===== config.mk =====
export PLATFORM = sky130hd
export DESIGN_NAME = sub_32bit
export DESIGN_NICKNAME = d
export VERILOG_FILES = /design/src/rtl/sub_32bit.sv
export SDC_FILE = /design/constraint.sdc
export NUM_CORES = 1
export LEC_CHECK = 0
export BUFFER_PORTS_ARGS = -buffer_cell sky130_fd_sc_hd__buf_2
export CORE_ASPECT_RATIO = 0.8
export CORE_MARGIN = 5
export CORE_UTILIZATION = 50
export CTS_CLUSTER_SIZE = 16
export DETAILED_ROUTE_END_ITERATION = 8
export GPL_TIMING_DRIVEN = 0
export PLACE_DENSITY = 0.82
export SETUP_SLACK_MARGIN = 0.15
export SKIP_LAST_GASP = 1
export SYNTH_ARGS = -nofsm -noshare
export SYNTH_HDL_FRONTEND = slang
export SYNTH_HIERARCHICAL = 1
export SYNTH_SLANG_ARGS = --single-unit

===== constraint.sdc =====
create_clock -name clk -period 1.1 [get_ports clk]
set_input_delay 0.22 -clock clk [delete_from_list [all_inputs] [get_ports clk]]
set_output_delay 0.22 -clock clk [all_outputs]
set_load 0.005 [all_outputs]

===== src/rtl/sub_32bit.sv =====
// sub_32bit: registered ripple-chain subtractor a - b; flag logic compiled in with `define SUB_FLAGS_EN
module full_adder (
  input  logic i_a,
  input  logic i_b,
  input  logic i_c,
  output logic o_s,
  output logic o_c
);
  assign o_s = i_a ^ i_b ^ i_c;
  assign o_c = (i_a & i_b) | (i_c & (i_a ^ i_b));
endmodule

module twos_complement #(
  parameter int WIDTH = 32
) (
  input  logic [WIDTH-1:0] i_in,
  output logic [WIDTH-1:0] o_out
);
  assign o_out = ~i_in + WIDTH'(1);
endmodule

module sub_32bit #(
  parameter int WIDTH = 32
) (
  input  logic             clk,
  input  logic             rst,
  input  logic             in_valid,
  input  logic [WIDTH-1:0] a,
  input  logic [WIDTH-1:0] b,
  output logic             out_valid,
  output logic [WIDTH-1:0] diff,
  output logic             borrow,
  output logic             overflow,
  output logic             zero,
  output logic             negative
);
  logic [WIDTH-1:0] w_nb;
  logic [WIDTH-1:0] w_sum;
  logic [WIDTH-1:0] w_c;
  logic             r_valid;
  logic [WIDTH-1:0] r_diff;

  twos_complement #(.WIDTH(WIDTH)) u_neg (.i_in(b), .o_out(w_nb));

  genvar i;
  generate
    for (i = 0; i < WIDTH; i++) begin : g_fa
      full_adder u_fa (
        .i_a(a[i]),
        .i_b(w_nb[i]),
        .i_c(i == 0 ? 1'b0 : w_c[i == 0 ? 0 : i-1]),
        .o_s(w_sum[i]),
        .o_c(w_c[i])
      );
    end
  endgenerate

  // result register: capture on in_valid, out_valid pulses one cycle per capture
  always_ff @(posedge clk or posedge rst) begin
    if (rst) begin
      r_valid <= 1'b0;
      r_diff  <= '0;
    end else begin
      r_valid <= in_valid;
      if (in_valid) r_diff <= w_sum;
    end
  end

  assign out_valid = r_valid;
  assign diff      = r_diff;

`ifdef SUB_FLAGS_EN
  logic w_borrow;
  logic w_overflow;
  logic r_borrow;
  logic r_overflow;
  logic r_zero;
  logic r_negative;

  // b == 0 negates to 0 with no carry out, so the raw ~c31 would wrongly signal a borrow
  assign w_borrow   = ~w_c[WIDTH-1] & (|b);
  assign w_overflow = (a[WIDTH-1] ^ b[WIDTH-1]) & (w_sum[WIDTH-1] ^ a[WIDTH-1]);

  // flag registers follow the same capture/hold rule as diff
  always_ff @(posedge clk or posedge rst) begin
    if (rst) begin
      r_borrow   <= 1'b0;
      r_overflow <= 1'b0;
      r_zero     <= 1'b0;
      r_negative <= 1'b0;
    end else if (in_valid) begin
      r_borrow   <= w_borrow;
      r_overflow <= w_overflow;
      r_zero     <= ~(|w_sum);
      r_negative <= w_sum[WIDTH-1];
    end
  end

  assign borrow   = r_borrow;
  assign overflow = r_overflow;
  assign zero     = r_zero;
  assign negative = r_negative;
`else
  logic w_unused;

  assign w_unused = w_c[WIDTH-1];
  assign borrow   = 1'b0;
  assign overflow = 1'b0;
  assign zero     = 1'b0;
  assign negative = 1'b0;
`endif
endmodule


## After elaboration in Yosys (flattened, before gate mapping)

Index checks and enable logic that the tools add are counted.

- Flip-flop bits (word level): 33
- Bits of input ports: 67
- Word-level logic and storage cells: 158

- Add/sub/neg operators: 1
- Bitwise logic cells: 155

Operator list:

| cell | number |
|---|---|
| $xor A1 B1 Y1 | 63 |
| $and A1 B1 Y1 | 61 |
| $add A32 B1 Y32 const B | 1 |
| $not A32 Y32 | 1 |
| $or A1 B1 Y1 | 30 |

## Longest topological paths before layout

Gate-level depths: netlist of run 1.

- Depth in word-level cells: 64
- Gate-level depth with buffers: 34
- Depth with buffers taken out: 34

## Cells and area by module

Netlist of run 1, hierarchy kept.

By module, submodules not included:

| module | instances | cells an instance | area each (um2) |
|---|---|---|---|
| sub_32bit | 1 | 75 | 1,407.6 |
| full_adder | 32 | 1 | 20.0 |
| twos_complement | 1 | 83 | 636.9 |

## Least setup slack after synthesis of run 1

No wires, ideal clock.

- Kind: input to register
- Start point: input port b[0]
- End point: register r_diff[31], in the netlist diff[31]
- Arrival time: 12.794 ns
- Required time: 0.975 ns
- Slack: -11.820 ns
- Cell stages on the path: 34
- Cell sequence: buf_4 fa_1 fa_1 fa_1 fa_1 fa_1 fa_1 fa_1 fa_1 fa_1 fa_1 fa_1 fa_1 fa_1 fa_1 fa_1 fa_1 fa_1 fa_1 fa_1 fa_1 fa_1 fa_1 fa_1 fa_1 fa_1 fa_1 fa_1 fa_1 fa_1 fa_1 fa_1 fa_1 mux2_4

- Word-level cells in the longest chain between the ends: 64
- Elaborated cells between the ends (all ways): 125

Ends and longest elaborated chain:

| what | line | text |
|---|---|---|
| start: declaration | 29 | `input logic [WIDTH-1:0] b,` |
| $not A32 Y32 | 19 | `assign o_out = ~i_in + WIDTH'(1);` |
| $add A32 B1 Y32 | 19 |  |
| $and A1 B1 Y1 | 10 | `assign o_c = (i_a & i_b) \| (i_c & (i_a ^ i_b));` |
| net w_c[0] | 39 | `logic [WIDTH-1:0] w_c;` |
| $and A1 B1 Y1 | 10 |  |
| $or A1 B1 Y1 | 10 |  |
| net w_c[1] | 39 |  |
| $and A1 B1 Y1 | 10 |  |
| [... 1 more ...] | -- |  |
| net w_c[2] | 39 |  |
| [... 2 more ...] | -- |  |
| net w_c[3] | 39 |  |
| [... 2 more ...] | -- |  |
| net w_c[4] | 39 |  |
| [... 2 more ...] | -- |  |
| net w_c[5] | 39 |  |
| [... 2 more ...] | -- |  |
| net w_c[6] | 39 |  |
| [... 2 more ...] | -- |  |
| net w_c[7] | 39 |  |
| [... 2 more ...] | -- |  |
| net w_c[8] | 39 |  |
| [... 2 more ...] | -- |  |
| net w_c[9] | 39 |  |
| [... 2 more ...] | -- |  |
| net w_c[10] | 39 |  |
| [... 2 more ...] | -- |  |
| net w_c[11] | 39 |  |
| [... 2 more ...] | -- |  |
| net w_c[12] | 39 |  |
| [... 2 more ...] | -- |  |
| net w_c[13] | 39 |  |
| [... 2 more ...] | -- |  |
| net w_c[14] | 39 |  |
| [... 2 more ...] | -- |  |
| net w_c[15] | 39 |  |
| [... 2 more ...] | -- |  |
| net w_c[16] | 39 |  |
| [... 2 more ...] | -- |  |
| net w_c[17] | 39 |  |
| [... 2 more ...] | -- |  |
| net w_c[18] | 39 |  |
| [... 2 more ...] | -- |  |
| net w_c[19] | 39 |  |
| [... 2 more ...] | -- |  |
| net w_c[20] | 39 |  |
| [... 2 more ...] | -- |  |
| net w_c[21] | 39 |  |
| [... 2 more ...] | -- |  |
| net w_c[22] | 39 |  |
| [... 2 more ...] | -- |  |
| net w_c[23] | 39 |  |
| [... 2 more ...] | -- |  |
| net w_c[24] | 39 |  |
| [... 2 more ...] | -- |  |
| net w_c[25] | 39 |  |
| [... 2 more ...] | -- |  |
| net w_c[26] | 39 |  |
| [... 2 more ...] | -- |  |
| net w_c[27] | 39 |  |
| [... 2 more ...] | -- |  |
| net w_c[28] | 39 |  |
| $and A1 B1 Y1 | 10 |  |
| $or A1 B1 Y1 | 10 |  |
| net w_c[29] | 39 |  |
| $and A1 B1 Y1 | 10 |  |
| $or A1 B1 Y1 | 10 |  |
| net w_c[30] | 39 |  |
| $xor A1 B1 Y1 | 9 | `assign o_s = i_a ^ i_b ^ i_c;` |
| net w_sum[31] | 38 | `logic [WIDTH-1:0] w_sum;` |
| end signal: assignment | 65 | `if (in_valid) r_diff <= w_sum;` |
| end: declaration | 41 | `logic [WIDTH-1:0] r_diff;` |

The timed path passes the listed nets, and every way through them passes these cells.
A chain may end at the register's enable or synchronous reset.

## Worst setup path in the final report of run 1

- Start point: input port b[0]
- End point: register r_diff[31], in the netlist diff[31]

- Word-level cells in the longest chain between the ends: 64
- Elaborated cells between the ends (all ways): 125

Ends and longest elaborated chain:

| what | line | text |
|---|---|---|
| $not A32 Y32 | 19 |  |
| $add A32 B1 Y32 | 19 |  |
| net w_nb[0] | 37 | `logic [WIDTH-1:0] w_nb;` |
| $and A1 B1 Y1 | 10 |  |
| net w_c[0] | 39 |  |
| $and A1 B1 Y1 | 10 |  |
| $or A1 B1 Y1 | 10 |  |
| net w_c[1] | 39 |  |
| [... 2 more ...] | -- |  |
| net w_c[2] | 39 |  |
| [... 2 more ...] | -- |  |
| net w_c[3] | 39 |  |
| [... 2 more ...] | -- |  |
| net w_c[4] | 39 |  |
| [... 2 more ...] | -- |  |
| net w_c[5] | 39 |  |
| [... 2 more ...] | -- |  |
| net w_c[6] | 39 |  |
| [... 2 more ...] | -- |  |
| net w_c[7] | 39 |  |
| [... 2 more ...] | -- |  |
| net w_c[8] | 39 |  |
| [... 2 more ...] | -- |  |
| net w_c[9] | 39 |  |
| [... 2 more ...] | -- |  |
| net w_c[10] | 39 |  |
| [... 2 more ...] | -- |  |
| net w_c[11] | 39 |  |
| [... 2 more ...] | -- |  |
| net w_c[12] | 39 |  |
| [... 2 more ...] | -- |  |
| net w_c[13] | 39 |  |
| [... 2 more ...] | -- |  |
| net w_c[14] | 39 |  |
| [... 2 more ...] | -- |  |
| net w_c[15] | 39 |  |
| [... 2 more ...] | -- |  |
| net w_c[16] | 39 |  |
| [... 2 more ...] | -- |  |
| net w_c[17] | 39 |  |
| [... 2 more ...] | -- |  |
| net w_c[18] | 39 |  |
| [... 2 more ...] | -- |  |
| net w_c[19] | 39 |  |
| [... 2 more ...] | -- |  |
| net w_c[20] | 39 |  |
| [... 2 more ...] | -- |  |
| net w_c[21] | 39 |  |
| [... 2 more ...] | -- |  |
| net w_c[22] | 39 |  |
| [... 2 more ...] | -- |  |
| net w_c[23] | 39 |  |
| [... 2 more ...] | -- |  |
| net w_c[24] | 39 |  |
| [... 2 more ...] | -- |  |
| net w_c[25] | 39 |  |
| [... 2 more ...] | -- |  |
| net w_c[26] | 39 |  |
| [... 2 more ...] | -- |  |
| net w_c[27] | 39 |  |
| [... 2 more ...] | -- |  |
| net w_c[28] | 39 |  |
| $and A1 B1 Y1 | 10 |  |
| $or A1 B1 Y1 | 10 |  |
| net w_c[29] | 39 |  |
| $and A1 B1 Y1 | 10 |  |
| $or A1 B1 Y1 | 10 |  |
| net w_c[30] | 39 |  |
| $xor A1 B1 Y1 | 9 |  |
| net w_sum[31] | 38 |  |

The timed path passes the listed nets, and every way through them passes these cells.

==> metrics.csv, run 1 <==
stage,metric,value,unit
run,maxCapViolCount,0,
clock_network,cts_root_buffer,clkbuf_8,
clock_network,hold_buffers,0,
sta,post-route-period-util,10.67,
pwr,ir_drop,513.2,µV
setup_path,setup.worst_path.start_class,input pin,
clock_network,cts.htree.levels,2,
place,post-place-ws,-10.97,ns
floorplanning,dieArea,6945,µm²
floorplanning,core.rowCount,23,
sta,slew_headroom,0.5086,
setup_path,critPathMaxFanout,3,
final_layout,fin_cells,399,
final_layout,num-nets-final,436,
logic_synthesis,syn_area_per_cell,14.13,µm²
global_route,grt_pass1_wl,9.591,mm
global_route,grt_max_degree,34,
final_layout,n_antenna_cell,0,
logic_synthesis,syn_area,2685,µm²
final_layout,areaGrowthSynthToFinish,39.56,%
pwr,p_per_area,1278,nW/µm²
route,post_drt_wl_per_cell,15.22,µm
clock_network,cts_tree,done,
sta,finalSetupViolCount,31,
floorplanning,core_area,5094,µm²
clock_network,clkLatencyLatePin,0.28,ns
setup_path,crit_arrival,11.91,ns
global_route,gr-usage-met2,0.3091,
sta,slew_viol_final,0,
floorplanning,dieWidth,91.93,µm
pwr,report.power.total,4.788,mW
clock_network,cts_buffers,5,
route,viasPerCell,5.018,
sta,skew,0,ns
route,drt_iter0_markers,37,
floorplanning,ioPinCount,104,
logic_synthesis,synth_edf_count,0,
setup_path,cpPeakStageDelay,0.43,ns
global_route,track_usage,0.1770,
sta,fmax,0.08518,GHz
global_route,grt_use_met1,0.2260,
sta,min_period,11.74,ns
route,routed_wl,6.071,mm
logic_synthesis,synthCells,190,
logic_synthesis,ys_warn_count,6,
place,place_hpwl,4.787,mm
setup_path,critPathKind,in2reg,
min_path,min_path_type,in2async,
route,ant_nets,0,
logic_synthesis,synthArstFlopShare,1.000,
sta,fin_ws,-10.64,ns
sta,finalHoldViolations,0,
clock_network,cts_max_path_buffers,2,
global_route,antenna_found_initial,0,
logic_synthesis,synth_flop_cell,dfrtp_1,
final_layout,fin_util,0.7357,
setup_path,cp_slowest_cell,fa_1,
outcome,status,finished with violations,
floorplanning,die_height,75.55,µm
global_route,use_met3,0.04640,
logic_synthesis,ys_types,27,
global_route,grt_pass1_vias,2125,
route,drc,0,
place,place_congestion,0.7817,
pwr,leakage,1.717,nW
logic_synthesis,seq_area_frac_synth,0.3075,
setup_path,crit_top_cell,fa_2,
route,vias,2002,
setup_path,crit_required,1.27,ns
setup_path,worstSetupEndpointType,flop,
global_route,grt_overflow,0,
place,io_buffers,99,
final_layout,drive_above_1_share,0.6706,
logic_synthesis,ys_ff_latch,33,
global_route,gr-max-usage-layer,met2,
route,dr.pass1.iters,4,
clock_network,cts.sinks,33,
sta,rsz0062_at_grt,true,
floorplanning,start_util,0.5271,
place,dp_cells,355,
outcome,violations,negative setup slack,
clock_network,clk_pin_slew_worst_paths,0.07,ns
sta,worst_pin_slew,0.7315,ns
worst max-delay path, delay by kind of cell:
kind	cells	cell delay, ns
adders and majority gates	32	11.23
muxes	1	0.26
buffers and inverters	2	0.20
cells by family (layout without fill, tap and decap cells):
kind of cell               after synthesis  after routing  synth area share
buffers and inverters                   13            156           0.04893
and+or+nand+nor                         48             48            0.1249
adders and majority gates               33             33            0.2432
xor gates and xnor gates                30             30           0.09786
muxes                                   32             32            0.1761
other                                    1              5          0.001397
DFF                                     33             33            0.3075
cells in the final DEF, fill, tap and decap left out:
| cell type | instances |
|---|---|
| nor4_2 | 4 |
| nor4_4 | 1 |
| buf_12 | 3 |
| nand4_2 | 2 |
| fa_1 | 1 |
| buf_2 | 98 |
| buf_6 | 3 |
| mux2_4 | 32 |
| or4_4 | 1 |
| xnor2_1 | 25 |
| nor2_1 | 7 |
| dfrtp_1 | 33 |
| inv_1 | 2 |
| buf_4 | 40 |
| nand3_1 | 1 |
| or3_1 | 5 |
| conb_1 | 5 |
| nand3b_4 | 1 |
| nor2b_1 | 1 |
| ha_1 | 1 |
| fa_2 | 31 |
| buf_8 | 1 |
| nor3_1 | 9 |
| clkinvlp_4 | 1 |
| clkinv_2 | 1 |
| clkbuf_8 | 7 |
| nand2b_1 | 1 |
| nor3b_1 | 1 |
| or4_1 | 2 |
| xor2_1 | 5 |
| nor4_1 | 8 |
| nand2_1 | 4 |
Yosys cell counts (all sizes together) (2+ instances only):
library cell / count / area share
or4: 3 / 0.0098
buf: 10 / 0.045
nor2: 7 / 0.0098
xnor2: 25 / 0.082
inv: 3 / 0.0042
nor3: 9 / 0.017
xor2: 5 / 0.016
nand4: 2 / 0.0093
nand2: 4 / 0.0056
dfrtp: 33 / 0.31
fa: 32 / 0.24
mux2: 32 / 0.18
nor4: 13 / 0.045
or3: 5 / 0.012
registers in the layout (all words and copies together), names as in the netlist:
name       flops
out_valid      1
diff          32
stage by stage:
stage | hold WS [ns] | cell area [µm²] | TNS (ns)
finish | 0.04844 | 3747 | -168.11
detailed placement | 0.3572 | 3354 | -190.31
global route | 0.06623 | 3747 | -171.05
CTS | 0.06263 | 3669 | -168.10
global placement | 0.3546 | 3354 | -186.58
floorplan | 0.2514 | 2781 | -168.30
power by group:
part	switching [mW]	internal [mW]
Combinational	0.743	1.36
Sequential	0.154	1.52
Clock	0.444	0.565
layout make-up:
type	instances	area (µm²)
fill	350	1346
tap	62	77.57
clock inverter	1	5.005
inverter	3	15.01
clock buffer	7	96.34
multi-input combinational	148	1828
sequential	33	825.8
timing repair buffer	135	775.7
buffer	10	123.9
final timing paths:
kind / cells past startpoint / slack, ns / to / start
worst max-delay path: 35 / -10.64 / diff[31] / b[0]
worst min-delay path: 2 / 0.05 / diff[30] / rst
worst max register to register: 3 / 0.09 / diff[19] / diff[19]
worst min register to register: 1 / 0.51 / diff[29] / diff[29]
max in group asynchronous: 2 / 0.64 / out_valid / rst
min in group clk: 1 / 0.07 / out_valid / in_valid
per-layer routing:
layer | part of all wire | vias to the layer above
met5 | 0 | -
li1 | - | 936
met3 | 0.073 | 11
met2 | 0.48 | 83
met1 | 0.44 | 972
met4 | 0.011 | 0
repair_timing:
item / CTS / global route
gates resized for setup: 4 / 1
buffers inserted: 26 / 10
pin swaps: 0 / 0
endpoints found under the setup margin: 98 / 65
No activity file was read; power rests on OpenSTA's default activity.
==> inputs of run 2 (changes only) <==
--- a/config.mk
+++ b/config.mk
@@ -12,7 +12,7 @@
 export CTS_CLUSTER_SIZE = 16
 export DETAILED_ROUTE_END_ITERATION = 8
 export GPL_TIMING_DRIVEN = 0
-export PLACE_DENSITY = 0.82
+export PLACE_DENSITY_LB_ADDON = 0.2
 export SETUP_SLACK_MARGIN = 0.15
 export SKIP_LAST_GASP = 1
 export SYNTH_ARGS = -nofsm -noshare
==> run 2 against run 1 <==
  * The run still ends with negative setup slack left
  * First-iteration DRC count fell by 46%
  * Final area is 0.60% lower
  * Via count is 4.8% lower
  * Register-to-register slack hardly changed
  * Worst setup slack worse by 0.0026 ns
  * Critical path type unchanged
  * Count of clock-buffer cells in the layout is the same
  * Critical path depth is the same
  * Final cell count decreased by 1.3%
  * Hold slack lost 0.0033 ns
==> metrics.csv, run 2 (synthesized netlist as in run 1, its figures left out) <==
stage,metric,value,unit,change
outcome,status,finished with violations,,
outcome,violations,negative setup slack,,
setup_path,cpPeakStageDelay,0.43,ns,about the same
clock_network,cts_buffers,5,,unchanged
place,io_buffers,99,,unchanged
pwr,leakage,1.698,nW,-1.2%
clock_network,cts.sinks,33,,unchanged
sta,fmax,0.08516,GHz,about the same
final_layout,fin_cells,394,,-1.3%
setup_path,cp_slowest_cell,fa_1,,
floorplanning,ioPinCount,104,,unchanged
final_layout,drive_above_1_share,0.6627,,-0.007973
final_layout,ff_latch_area,825.8,µm²,unchanged
global_route,grt_pass1_wl,9.853,mm,+2.7%
route,post_drt_wl_per_cell,14.83,µm,-2.5%
route,drc,0,,unchanged
setup_path,regToRegSetupSlack,0.09,ns,about the same
setup_path,worstSetupStartpoint,b[0],,
final_layout,num-nets-final,431,,-1.1%
sta,rsz0062_at_grt,true,,
place,dp_cells,355,,unchanged
floorplanning,dieArea,6945,µm²,unchanged
clock_network,cts.htree.levels,2,,unchanged
setup_path,critPathKind,in2reg,,
clock_network,cts_max_path_buffers,2,,unchanged
route,ant_nets,0,,unchanged
pwr,report.power.total,4.871,mW,+1.7%
clock_network,hold_buffers,0,,unchanged
final_layout,fill_cells,354,,+1.1%
sta,slew_headroom,0.5307,,+0.02214
sta,finalHoldViolations,0,,unchanged
final_layout,areaGrowthSynthToFinish,38.72,%,
route,vias,1906,,-4.8%
clock_network,clkLatencyLatePin,0.28,ns,about the same
global_route,grt_pass1_vias,2169,,+2.1%
min_path,min_path_type,in2async,,
floorplanning,start_util,0.5271,,unchanged
setup_path,r2r_start,diff[19],,
sta,fin_ws,-10.64,ns,-0.002600 ns
setup_path,critPathMaxFanout,3,,unchanged
clock_network,clk_pin_slew_worst_paths,0.07,ns,about the same
final_layout,largest_reg_flops,32,,unchanged
sta,post-route-period-util,10.67,,about the same
sta,setup_tns,-167.99,ns,+0.1270 ns
floorplanning,core_area,5094,µm²,unchanged
run,maxCapViolCount,0,,unchanged
final_layout,final_cell_mix,"buf_2, buf_4, dfrtp_1",,
global_route,track_usage,0.1820,,+0.005052
floorplanning,dieWidth,91.93,µm,unchanged
global_route,grt_max_degree,34,,unchanged
final_layout,final_common_cell,buf_2,,
setup_path,setup.worst_path.start_class,input pin,,
setup_path,crit_top_cell,fa_2,,
route,viasPerCell,4.838,,-3.6%
floorplanning,core.rowCount,23,,unchanged
route,routed_wl,5.843,mm,-3.8%
final_layout,multiInputGateArea,1828,µm²,unchanged
sta,slew_viol_final,0,,unchanged
sta,finalSetupViolCount,31,,unchanged
global_route,antenna_found_initial,0,,unchanged
setup_path,worstSetupEndpointType,flop,,
place,place_congestion,0.7852,,+0.45%
route,drt_iter0_markers,20,,-46%
route,dr.pass1.iters,4,,unchanged
final_layout,n_antenna_cell,0,,unchanged
clock_network,cts_root_buffer,clkbuf_8,,
place,post-place-ws,-10.95,ns,+0.01760 ns
floorplanning,die_height,75.55,µm,unchanged
sta,skew,0,ns,unchanged
clock_network,cts_tree,done,,
setup_path,crit_required,1.27,ns,about the same
pwr,p_per_area,1308,nW/µm²,+2.3%
global_route,grt_overflow,0,,unchanged
sta,min_period,11.74,ns,+0.002600 ns
setup_path,crit_arrival,11.91,ns,about the same
sta,worst_pin_slew,0.6985,ns,-0.03296 ns
pwr,ir_drop,577.3,µV,+12%
place,place_hpwl,4.753,mm,-0.71%
-- run 2: final timing paths --
kind / depth (start not counted) / to
min in group clk: 1 / out_valid
worst min-delay path: 2 / diff[17]
worst min register to register: 1 / diff[16]
worst max register to register: 3 / diff[19]
worst max-delay path: 35 / diff[31]
max in group asynchronous: 2 / diff[3]
-- run 2: repair_timing --
item	CTS	global route
buffers inserted	20	11
endpoints found under the setup margin	98	65
pin swaps	0	0
gates resized for setup	3	2
-- run 2: through the flow --
step,cell area [µm²],utilization,hold slack [ns]
2_1_floorplan,2781,-,0.2514
3_3_place_gp,3354,0.6586,0.3547
3_5_place_dp,3354,0.6586,0.3619
4_1_cts,3635,0.7136,0.05453
5_1_grt,3725,0.7313,0.06930
6_report,3725,0.7313,0.04515
-- run 2: where the power goes --
group	total (mW)	switching, mW	internal, mW
registers	1.69	0.171	1.52
clock network	1.16	0.422	0.738
logic	2.02	0.710	1.31
-- run 2: layout make-up --
type / instances / area share
flip-flops and latches: 33 / 0.2217
multi-input cells: 148 / 0.4908
repair buffers: 130 / 0.1982
clock buffers: 7 / 0.02318
clock inverters: 1 / 0.008062
well taps: 62 / 0.02083
inverters: 3 / 0.004031
plain buffers: 10 / 0.03326
-- run 2: per-layer routing --
layer  up-vias  share of wire  track usage
met1       903           0.44       0.2364
met5         -              0            0
met3         5          0.075      0.04344
met2        70           0.48       0.3155
met4         0         0.0075      0.04448
li1        928              -            -
-- run 2: critical path, delay by kind of cell --
family | cells | cell delay, ns
buffers and inverters | 2 | 0.20
multiplexers | 1 | 0.26
adder cells (fa/ha/maj) | 32 | 11.20
==> inputs of run 3 (changes only) <==
--- a/config.mk
+++ b/config.mk
@@ -12,6 +12,7 @@
 export CTS_CLUSTER_SIZE = 16
 export DETAILED_ROUTE_END_ITERATION = 8
 export GPL_TIMING_DRIVEN = 0
+export MAX_ROUTING_LAYER = met4
 export PLACE_DENSITY_LB_ADDON = 0.2
 export SETUP_SLACK_MARGIN = 0.15
 export SKIP_LAST_GASP = 1
==> run 3 against run 2 <==
  * The flow still finishes with violations (negative setup slack)
  * Clock power barely moved
  * Critical path type unchanged
  * Register-to-register slack about the same
  * Sequential cell count unchanged
  * First-iteration DRC count rose by 40%
  * Count of clock-buffer cells in the layout is the same
  * Sequential power about the same
  * Wire length is 0.22% higher
  * Worst setup slack lost 0.00090 ns
  * Core utilization unchanged
==> metrics.csv, run 3 (synthesized netlist as in run 1, its figures left out) <==
stage,metric,value,unit,change
setup_path,crit_top_cell,fa_2,,
sta,skew,0,ns,unchanged
sta,rsz0062_at_grt,true,,
setup_path,critPathMaxFanout,3,,unchanged
final_layout,largest_reg_flops,32,,unchanged
final_layout,multiInputGateArea,1828,µm²,unchanged
pwr,ir_drop,577.7,µV,about the same
place,io_buffers,99,,unchanged
clock_network,cts.htree.levels,2,,unchanged
floorplanning,dieWidth,91.93,µm,unchanged
final_layout,fin_util,0.7313,,unchanged
setup_path,r2r_start,diff[19],,
final_layout,fill_cells,354,,unchanged
final_layout,ff_latch_area,825.8,µm²,unchanged
min_path,min_path_type,in2async,,
route,drt_iter0_markers,28,,+40%
sta,slew_viol_final,0,,unchanged
sta,worst_pin_slew,0.6985,ns,unchanged
route,viasPerCell,4.830,,-0.16%
route,post_drt_wl_per_cell,14.86,µm,+0.22%
setup_path,critPathTopFamily,adder cells,,
floorplanning,dieArea,6945,µm²,unchanged
sta,fmax,0.08516,GHz,about the same
sta,slew_headroom,0.5307,,unchanged
setup_path,r2r_cells,3,,unchanged
pwr,netSwitchingPower,1.302,mW,about the same
place,place_congestion,0.7962,,+1.4%
outcome,violations,negative setup slack,,
floorplanning,die_height,75.55,µm,unchanged
pwr,seqPwrFrac,0.348,,about the same
final_layout,final_common_cell,buf_2,,
global_route,grt_max_degree,34,,unchanged
setup_path,worstSetupStartpoint,b[0],,
pwr,report.power.total,4.870,mW,about the same
pwr,p_per_area,1308,nW/µm²,about the same
sta,finalSetupViolCount,31,,unchanged
setup_path,crit_required,1.27,ns,about the same
sta,finalHoldViolations,0,,unchanged
pwr,swShare,0.2674,,about the same
setup_path,crit_arrival,11.91,ns,about the same
sta,post-route-period-util,10.68,,about the same
clock_network,cts.sinks,33,,unchanged
clock_network,cts_max_path_buffers,2,,unchanged
setup_path,cp-endpoint,diff[31],,
pwr,leakage,1.698,nW,unchanged
clock_network,cts_root_buffer,clkbuf_8,,
global_route,track_usage,0.1880,,+0.005929
sta,min_period,11.74,ns,+0.0009000 ns
global_route,grt_pass1_wl,9.846,mm,about the same
final_layout,num-nets-final,431,,unchanged
setup_path,regToRegSetupSlack,0.09,ns,about the same
floorplanning,core.rowCount,23,,unchanged
clock_network,clk_pin_slew_worst_paths,0.07,ns,about the same
setup_path,critPathKind,in2reg,,
route,dr.pass1.iters,4,,unchanged
setup_path,cp_slowest_cell,fa_1,,
place,place_hpwl,4.753,mm,unchanged
setup_path,crit_buf_inv,2,,unchanged
route,ant_nets,0,,unchanged
floorplanning,core_area,5094,µm²,unchanged
run,maxCapViolCount,0,,unchanged
outcome,status,finished with violations,,
global_route,antenna_found_initial,0,,unchanged
place,placed_area,3354,µm²,unchanged
setup_path,rr_endpoint,diff[19],,
clock_network,hold_buffers,0,,unchanged
global_route,grt_pass1_vias,2172,,+0.14%
sta,fin_ws,-10.64,ns,-0.0009000 ns
route,drc,0,,unchanged
pwr,p_comb_frac,0.414,,about the same
final_layout,drive_above_1_share,0.6627,,unchanged
floorplanning,start_util,0.5271,,unchanged
clock_network,cts_buffers,5,,unchanged
setup_path,worstSetupEndpointType,flop,,
route,vias,1903,,-0.16%
clock_network,cts_tree,done,,
setup_path,cp.depth,35,,unchanged
setup_path,setup.worst_path.start_class,input pin,,
pwr,p_int,3.568,mW,about the same
final_layout,post-route-cell-area,3725,µm²,unchanged
pwr,p_clk_frac,0.238,,about the same
final_layout,n_antenna_cell,0,,unchanged
floorplanning,ioPinCount,104,,unchanged
setup_path,cpPeakStageDelay,0.43,ns,about the same
sta,timing.hold.ws,0.04490,ns,-0.0002489 ns
final_layout,final_cell_mix,"buf_2, buf_4, dfrtp_1",,
final_layout,areaGrowthSynthToFinish,38.72,%,unchanged
route,routed_wl,5.856,mm,+0.22%
global_route,grt_overflow,0,,unchanged
clock_network,clkLatencyLatePin,0.28,ns,about the same
## run 3: cell counts in the layout (fill, tap and decap cells not counted)
No cell type changed its count.
## run 3: through the flow
stage	worst slack, ns	cells	setup TNS [ns]
after floorplan	-10.54	194	-168.30
after global placement	-10.91	355	-187.14
after detailed placement	-10.95	355	-187.23
after CTS	-10.65	383	-167.68
after global routing	-10.87	394	-171.99
final	-10.64	394	-167.94
## run 3: final cells by class
class,count,share of cell area
Buffer,10,0.03326
Sequential cell,33,0.2217
Inverter,3,0.004031
Tap cell,62,0.02083
Multi-Input combinational cell,148,0.4908
Clock inverter,1,0.008062
Timing Repair Buffer,130,0.1982
Clock buffer,7,0.02318
## run 3: layer usage
layer | GRT usage | part of all wire
met2 | 0.3155 | 0.48
met4 | 0.04448 | 0.0075
met5 | - | 0
met1 | 0.2415 | 0.45
met3 | 0.03554 | 0.065
## run 3: how the worst min path moves through the flow
stage                     startpoint        end  slack (ns)  depth (start not counted)
after floorplan             in_valid  out_valid        0.25                          0
after global placement      in_valid  out_valid        0.35                          1
after detailed placement    in_valid  out_valid        0.36                          1
after CTS                        rst   diff[18]        0.05                          2
after global routing        in_valid  out_valid        0.07                          1
final                            rst   diff[17]        0.04                          2
## run 3: worst register-to-register path, delay by kind of cell, from the launching register on
family	cells	cell delay, ns
buffers and inverters	2	0.26
multiplexers	1	0.26
flip-flops	1	0.39
## run 3: power groups by stage
stage / Clock (mW) / Sequential, mW / Combinational [mW]
2_1_floorplan: 0 / 1.73 / 0.881
3_3_place_gp: 0 / 1.71 / 1.52
3_5_place_dp: 0 / 1.72 / 1.59
4_1_cts: 1.19 / 1.69 / 1.88
5_1_grt: 1.23 / 1.73 / 2.23
6_report: 1.16 / 1.69 / 2.02
## run 3: repair_timing
action	CTS	global route
setup endpoints to repair	98	65
buffers inserted	20	11
gates resized for setup	3	2
